### config.mk
export PLATFORM = sky130hd
export DESIGN_NAME = fpu_cvt_sequencer
export DESIGN_NICKNAME = d
export VERILOG_FILES = /design/src/rtl/fpu_cvt_pkg.sv /design/src/rtl/fpu_cvt_fifo.sv /design/src/rtl/fpu_cvt_sequencer.sv
export SDC_FILE = /design/constraint.sdc
export NUM_CORES = 1
export LEC_CHECK = 0
export ABC_AREA = 1
export BUFFER_PORTS_ARGS = -buffer_cell sky130_fd_sc_hd__buf_2
export CORE_UTILIZATION = 43
export CTS_BUF_LIST = sky130_fd_sc_hd__clkbuf_2
export DETAILED_ROUTE_END_ITERATION = 10
export HOLD_SLACK_MARGIN = 0.12
export MAX_ROUTING_LAYER = met4
export PLACE_DENSITY = 0.62
export SLEW_MARGIN = 20
export SYNTH_ARGS = -nofsm -noshare
export SYNTH_HDL_FRONTEND = slang
export SYNTH_SLANG_ARGS = --single-unit
### constraint.sdc
create_clock -name clk -period 10.4 [get_ports clk]
set_input_delay 1.56 -clock clk [delete_from_list [all_inputs] [get_ports clk]]
set_output_delay 1.56 -clock clk [all_outputs]
set_load 0.02 [all_outputs]
### src/rtl/fpu_cvt_pkg.sv
// Shared types and constants for the FPU int/float conversion sequencer.
package fpu_cvt_pkg;

    localparam int unsigned TAG_W  = 5;
    localparam int unsigned DATA_W = 32;

    typedef enum logic {
        CVT_FTOI = 1'b0,
        CVT_ITOF = 1'b1
    } cvt_op_e;

    typedef struct packed {
        cvt_op_e            op;
        logic [TAG_W-1:0]   tag;
        logic [DATA_W-1:0]  data;
    } cvt_req_t;

    typedef struct packed {
        cvt_op_e            op;
        logic [TAG_W-1:0]   tag;
        logic [DATA_W-1:0]  data;
    } cvt_res_t;

    // One slot of the latency pipe; the operand itself lives in the converters.
    typedef struct packed {
        logic               v;
        cvt_op_e            op;
        logic [TAG_W-1:0]   tag;
    } cvt_pipe_t;

endpackage

### src/rtl/fpu_cvt_fifo.sv
// Result FIFO toward writeback; head entry drives the outputs straight from storage.
module fpu_cvt_fifo
    import fpu_cvt_pkg::*;
#(
    parameter int unsigned DEPTH = 4
) (
    input  logic                         i_clk,
    input  logic                         i_rst,
    input  logic                         i_flush,
    input  logic                         i_push,
    input  cvt_res_t                     i_data,
    input  logic                         i_pop,
    output logic                         o_valid,
    output cvt_res_t                     o_data,
    output logic [$clog2(DEPTH+1)-1:0]   o_count
);

    localparam int unsigned PTR_W = $clog2(DEPTH);
    localparam int unsigned CNT_W = $clog2(DEPTH + 1);

    cvt_res_t           r_mem [DEPTH];
    logic [PTR_W-1:0]   r_rd;
    logic [PTR_W-1:0]   r_wr;
    logic [CNT_W-1:0]   r_count;
    logic               w_pop;
    logic               w_push;

    assign w_pop   = i_pop & (r_count != '0);
    assign w_push  = i_push & ~i_flush;
    assign o_valid = (r_count != '0);
    assign o_data  = r_mem[r_rd];
    assign o_count = r_count;

    // Pointer and occupancy tracking; push and pop in one cycle leave the count unchanged.
    always_ff @(posedge i_clk or posedge i_rst) begin
        if (i_rst) begin
            r_rd    <= '0;
            r_wr    <= '0;
            r_count <= '0;
        end else if (i_flush) begin
            r_rd    <= '0;
            r_wr    <= '0;
            r_count <= '0;
        end else begin
            if (w_push) r_wr <= r_wr + PTR_W'(1);
            if (w_pop)  r_rd <= r_rd + PTR_W'(1);
            case ({w_push, w_pop})
                2'b10:   r_count <= r_count + CNT_W'(1);
                2'b01:   r_count <= r_count - CNT_W'(1);
                default: r_count <= r_count;
            endcase
        end
    end

    // Entry storage; cleared on reset so the head reads zero out of reset.
    always_ff @(posedge i_clk or posedge i_rst) begin
        if (i_rst) begin
            for (int i = 0; i < int'(DEPTH); i++) r_mem[i] <= '0;
        end else if (w_push) begin
            r_mem[r_wr] <= i_data;
        end
    end

endmodule

### src/rtl/fpu_cvt_sequencer.sv
// Issue/collect stage around the ftoi/itof converters with credit-protected result FIFO.
module fpu_cvt_sequencer
    import fpu_cvt_pkg::*;
#(
    parameter int unsigned CVT_LAT    = 1,
    parameter int unsigned FIFO_DEPTH = 4
) (
    input  logic              clk,
    input  logic              rst,
    input  logic              flush,
    input  logic              req_valid,
    output logic              req_ready,
    input  logic              req_op,
    input  logic [TAG_W-1:0]  req_tag,
    input  logic [31:0]       req_data,
    output logic [31:0]       cvt_in,
    input  logic [31:0]       ftoi_res,
    input  logic [31:0]       itof_res,
    output logic              wb_valid,
    input  logic              wb_ready,
    output logic              wb_op,
    output logic [TAG_W-1:0]  wb_tag,
    output logic [31:0]       wb_data
);

    localparam int unsigned CNT_W = $clog2(FIFO_DEPTH + 1);
    localparam int unsigned SUM_W = $clog2(FIFO_DEPTH + CVT_LAT + 2) + 1;

    logic                       r_stg_v;
    cvt_req_t                   r_stg;
    cvt_pipe_t [CVT_LAT-1:0]    r_pipe;

    logic                       w_accept;
    logic [SUM_W-1:0]           w_inflight;
    logic [SUM_W-1:0]           w_used;
    logic [CNT_W-1:0]           w_fifo_count;
    logic                       w_tail_v;
    cvt_res_t                   w_tail_res;
    cvt_res_t                   w_head;
    logic                       w_head_v;

    // Credits come only from registered state, so a same-cycle pop frees nothing yet.
    always_comb begin
        w_inflight = SUM_W'(r_stg_v);
        for (int i = 0; i < int'(CVT_LAT); i++) begin
            w_inflight = w_inflight + SUM_W'(r_pipe[i].v);
        end
    end

    assign w_used    = SUM_W'(w_fifo_count) + w_inflight;
    assign req_ready = ~rst & ~flush & (w_used < SUM_W'(FIFO_DEPTH));
    assign w_accept  = req_valid & req_ready;
    assign cvt_in    = r_stg.data;

    // Input stage: valid for one cycle per accept, operand held when idle.
    always_ff @(posedge clk or posedge rst) begin
        if (rst) begin
            r_stg_v <= 1'b0;
            r_stg   <= '0;
        end else begin
            r_stg_v <= w_accept & ~flush;
            if (w_accept) begin
                r_stg.op   <= cvt_op_e'(req_op);
                r_stg.tag  <= req_tag;
                r_stg.data <= req_data;
            end
        end
    end

    // Latency pipe marching op/tag alongside the converter datapath.
    always_ff @(posedge clk or posedge rst) begin
        if (rst) begin
            r_pipe <= '0;
        end else begin
            r_pipe[0].v   <= r_stg_v & ~flush;
            r_pipe[0].op  <= r_stg.op;
            r_pipe[0].tag <= r_stg.tag;
            for (int i = 1; i < int'(CVT_LAT); i++) begin
                r_pipe[i]   <= r_pipe[i-1];
                r_pipe[i].v <= r_pipe[i-1].v & ~flush;
            end
        end
    end

    // Tail selection: credits guarantee room, so the push is unconditional.
    always_comb begin
        w_tail_v        = r_pipe[CVT_LAT-1].v & ~flush;
        w_tail_res.op   = r_pipe[CVT_LAT-1].op;
        w_tail_res.tag  = r_pipe[CVT_LAT-1].tag;
        w_tail_res.data = (r_pipe[CVT_LAT-1].op == CVT_ITOF) ? itof_res : ftoi_res;
    end

    fpu_cvt_fifo #(
        .DEPTH (FIFO_DEPTH)
    ) u_fifo (
        .i_clk   (clk),
        .i_rst   (rst),
        .i_flush (flush),
        .i_push  (w_tail_v),
        .i_data  (w_tail_res),
        .i_pop   (wb_ready),
        .o_valid (w_head_v),
        .o_data  (w_head),
        .o_count (w_fifo_count)
    );

    assign wb_valid = w_head_v;
    assign wb_op    = w_head.op;
    assign wb_tag   = w_head.tag;
    assign wb_data  = w_head.data;

endmodule
==> impl_metrics.ini <==
[clock_network]
cts_resized = 0
hold_buffers = 0
clk_pin_slew_ns = 0.10
tritoncts = yes
numCtsBuffers = 54
insertion_delay_ns = 0.79
cts_setup_buffers = 0
clock-root-buffer = clkbuf_2
h-tree-depth = 2
clock_tree.buffer_depth = 3
cts.sink_count = 205

[drt]
wl_per_cell_um = 15.47
ant_nets = 0
drt_iter0_markers = 297
wl_mm = 21.62
vias = 6937
drc_errors = 0
vias_per_cell = 4.962
dr.pass1.iters = 4

[power_and_ir_drop]
switching_share_pct = 41.89
vdd_ir_drop_max_mv = 0.1303
p_leak_nw = 5.949
power.total_w = 0.002623
p_clk_share_pct = 20.2
intPower_w = 0.001524
power_density_nw_per_um2 = 236.4
switchingPower_w = 0.001099
power_frac_comb_pct = 40.2
p_seq_share_pct = 39.6

[placed_design]
io_buffers = 178
place.gp.congestion = 0.7333
hpwl_mm = 12.74
placed_cells = 1297

[timing]
layout_min_cycle_time_ns = 4.194
slew_violations = 0
setup_viol = 0
fin_tns_setup_ns = 0
fin_crit_sh_pct = 40.33
slew_headroom_pct = 47.23
rsz0062_at_grt = false
tightest_slew_ns = 0.7833
hold_violations = 0
clock_skew_ns = 0.03780
max_freq_ghz = 0.2384

[global_route]
grtUsageTotal_pct = 19.50
grt_pass1_vias = 6894
grt_first_pass_wirelength_mm = 35.81
antenna_found_initial = 1
grt_max_degree = 144
grt-ovfl-total = 0

[floorplan]
rows = 55
die_y_um = 153.8
initial_utilization_pct = 43.74
core-area_sq_um = 22640
dieArea_sq_um = 23640
die_w_um = 153.8
ioPinCount = 179

[setup_path]
r2r_setup_slack_ns = 8.16
worstPathArrival_ns = 2.63
critPathLaunchType = register
critPathTopFamily = buffers and inverters
max_stage_delay_ns = 0.57
rr_endpoint = u_fifo.r_mem[101]
r2r_cells = 6
worstSetupPathType = reg2out
cp_slowest_cell = buf_4
cp_num_buf_inv = 3
crit_chain = inv_2 > buf_4 > o21ai_0 > o22ai_1 > buf_2
end_kind = output pin
timing.rr.start = u_fifo.r_wr[1]
required_ns = 8.84
path_max_fanout = 58

[synthesis]
yosys_warnings = 0
synth_area_sq_um = 9903
syn_area_per_cell_sq_um = 10.88
yosysSeqAreaShare_pct = 51.80
synth_nets = 1023
synth_cells = 910
netlist-cell-type-count = 27
ys_ff_latch = 205

[finish]
n_fill_cell = 2108
utilization_pct = 49.01
syn2layout_area_growth_pct = 12.05
fin_cells = 1398
drive_above_1_share_pct = 38.92
layout.nets = 1182

[min_path]
hold_class = reg2reg
hold_depth = 0
holdPathEnd = r_pipe[2]
hold_start = r_stg[34]

[status]
status = complete, no violations

[run]
drv_cap = 0
-- cell families after synthesis --
group / Yosys count / share of synthesized area [%]
AO/OA/AOI/OAI: 151 / 8.149
XOR/XNOR: 1 / 0.08846
AND/OR/NAND/NOR: 257 / 10.37
buffers and inverters: 138 / 8.440
multiplexers: 152 / 20.32
flip-flops: 205 / 51.80
adder cells (fa/ha/maj): 6 / 0.8339
-- per-layer routing --
metal | part of all wire [%] | track usage (%)
met5 | 0 | -
met1 | 48 | 26.42
met4 | 1.3 | 6.095
met2 | 45 | 29.26
met3 | 5.4 | 4.171
-- through the flow --
| stage | hold WS (ns) | instance area (sq um) | setup WS, ns |
|---|---|---|---|
| floorplan | 0.3540 | 9903 | 3.244 |
| global placement | 0.3601 | 10600 | 6.571 |
| detailed placement | 0.3659 | 10600 | 6.581 |
| CTS | 0.3935 | 11060 | 6.086 |
| global route | 0.3960 | 11090 | 5.967 |
| finish | 0.3885 | 11100 | 6.206 |
-- flip-flops by register name, indices dropped and copies added, names as in the netlist --
register and flops:
r_stg_v 1, r_stg 6, u_fifo.r_wr 2, u_fifo.r_rd 2, cvt_in 32, u_fifo.r_mem 152, u_fifo.o_count 3, r_pipe 7
-- cell usage in the layout, fill, tap and decap left out, drive strengths merged --
cell type	synthesis	routed
nand2	162	162
nor2	86	86
nand4	2	2
xnor2	1	1
dfrtp	205	205
fa	1	1
a22o	1	1
nand3b	1	1
nand3	4	4
a21oi	1	1
inv	51	51
buf	64	190
ha	5	5
o21ai	111	111
mux2	152	152
nor3	2	2
o22ai	38	38
clkbuf	23	76
clkinv	0	21
diode	0	3
-- worst max-delay path by stage --
| stage | from | endpoint | slack [ns] | cells after the start |
|---|---|---|---|---|
| after floorplan | rst | cvt_in[0] | 3.24 | 1 |
| after CTS | u_fifo.r_rd[0] | wb_data[16] | 6.09 | 5 |
| after detailed placement | flush | req_ready | 6.58 | 5 |
| after global routing | u_fifo.r_rd[0] | wb_data[16] | 5.97 | 5 |
| after global placement | flush | req_ready | 6.57 | 5 |
| final | u_fifo.r_rd[0] | wb_data[16] | 6.21 | 5 |
-- synthesized netlist by cell type --
master,count,area [sq um]
buf_6,5,56.30
nand3_1,4,20.02
o22ai_1,38,237.7
inv_1,49,183.9
nor3_1,2,10.01
inv_2,2,7.510
mux2_2,72,810.8
buf_4,36,270.3
o21ai_1,1,5.000
nor2_4,4,45.04
nand2_1,161,604.3
fa_1,1,20.02
buf_12,8,160.2
dfrtp_1,205,5130
mux2_4,80,1201
ha_1,5,62.56
xnor2_1,1,8.760
o21ai_0,110,550.5
nand2_8,1,20.02
nor2_1,82,307.8
clkbuf_1,23,86.33
a21oi_1,1,5.000
buf_1,3,11.26
a22o_1,1,8.760
nand3b_1,1,7.510
nand4_1,2,12.51
buf_2,12,60.06
-- worst reg2reg max path: stages, from the launching register on --
cell and delay, ns:
dfrtp_1 0.43, inv_1 0.09, ha_1 0.14, inv_1 0.06, nor2_4 0.47, buf_4 0.53, mux2_2 0.41
-- layout make-up --
type,count,area (sq um),share of cell area (%)
clock buffers,76,380.4,3.428
flip-flops and latches,205,5132,46.25
inverters,51,198.9,1.793
repair buffers,190,1001,9.020
well taps,285,356.6,3.213
diodes,3,7.507,0.06765
clock inverters,21,82.58,0.7442
multi-input cells,567,3938,35.48
-- power groups by stage --
stage	Combinational [W]	Clock (W)	Sequential, W
after global routing	0.00116	0.000599	0.00106
after floorplan	0.000805	0	0.00103
after detailed placement	0.00107	0	0.00105
final	0.00105	0.000529	0.00104
after CTS	0.00107	0.000558	0.00104
after global placement	0.00106	0	0.00105
Power figures use the tool's default switching activity.
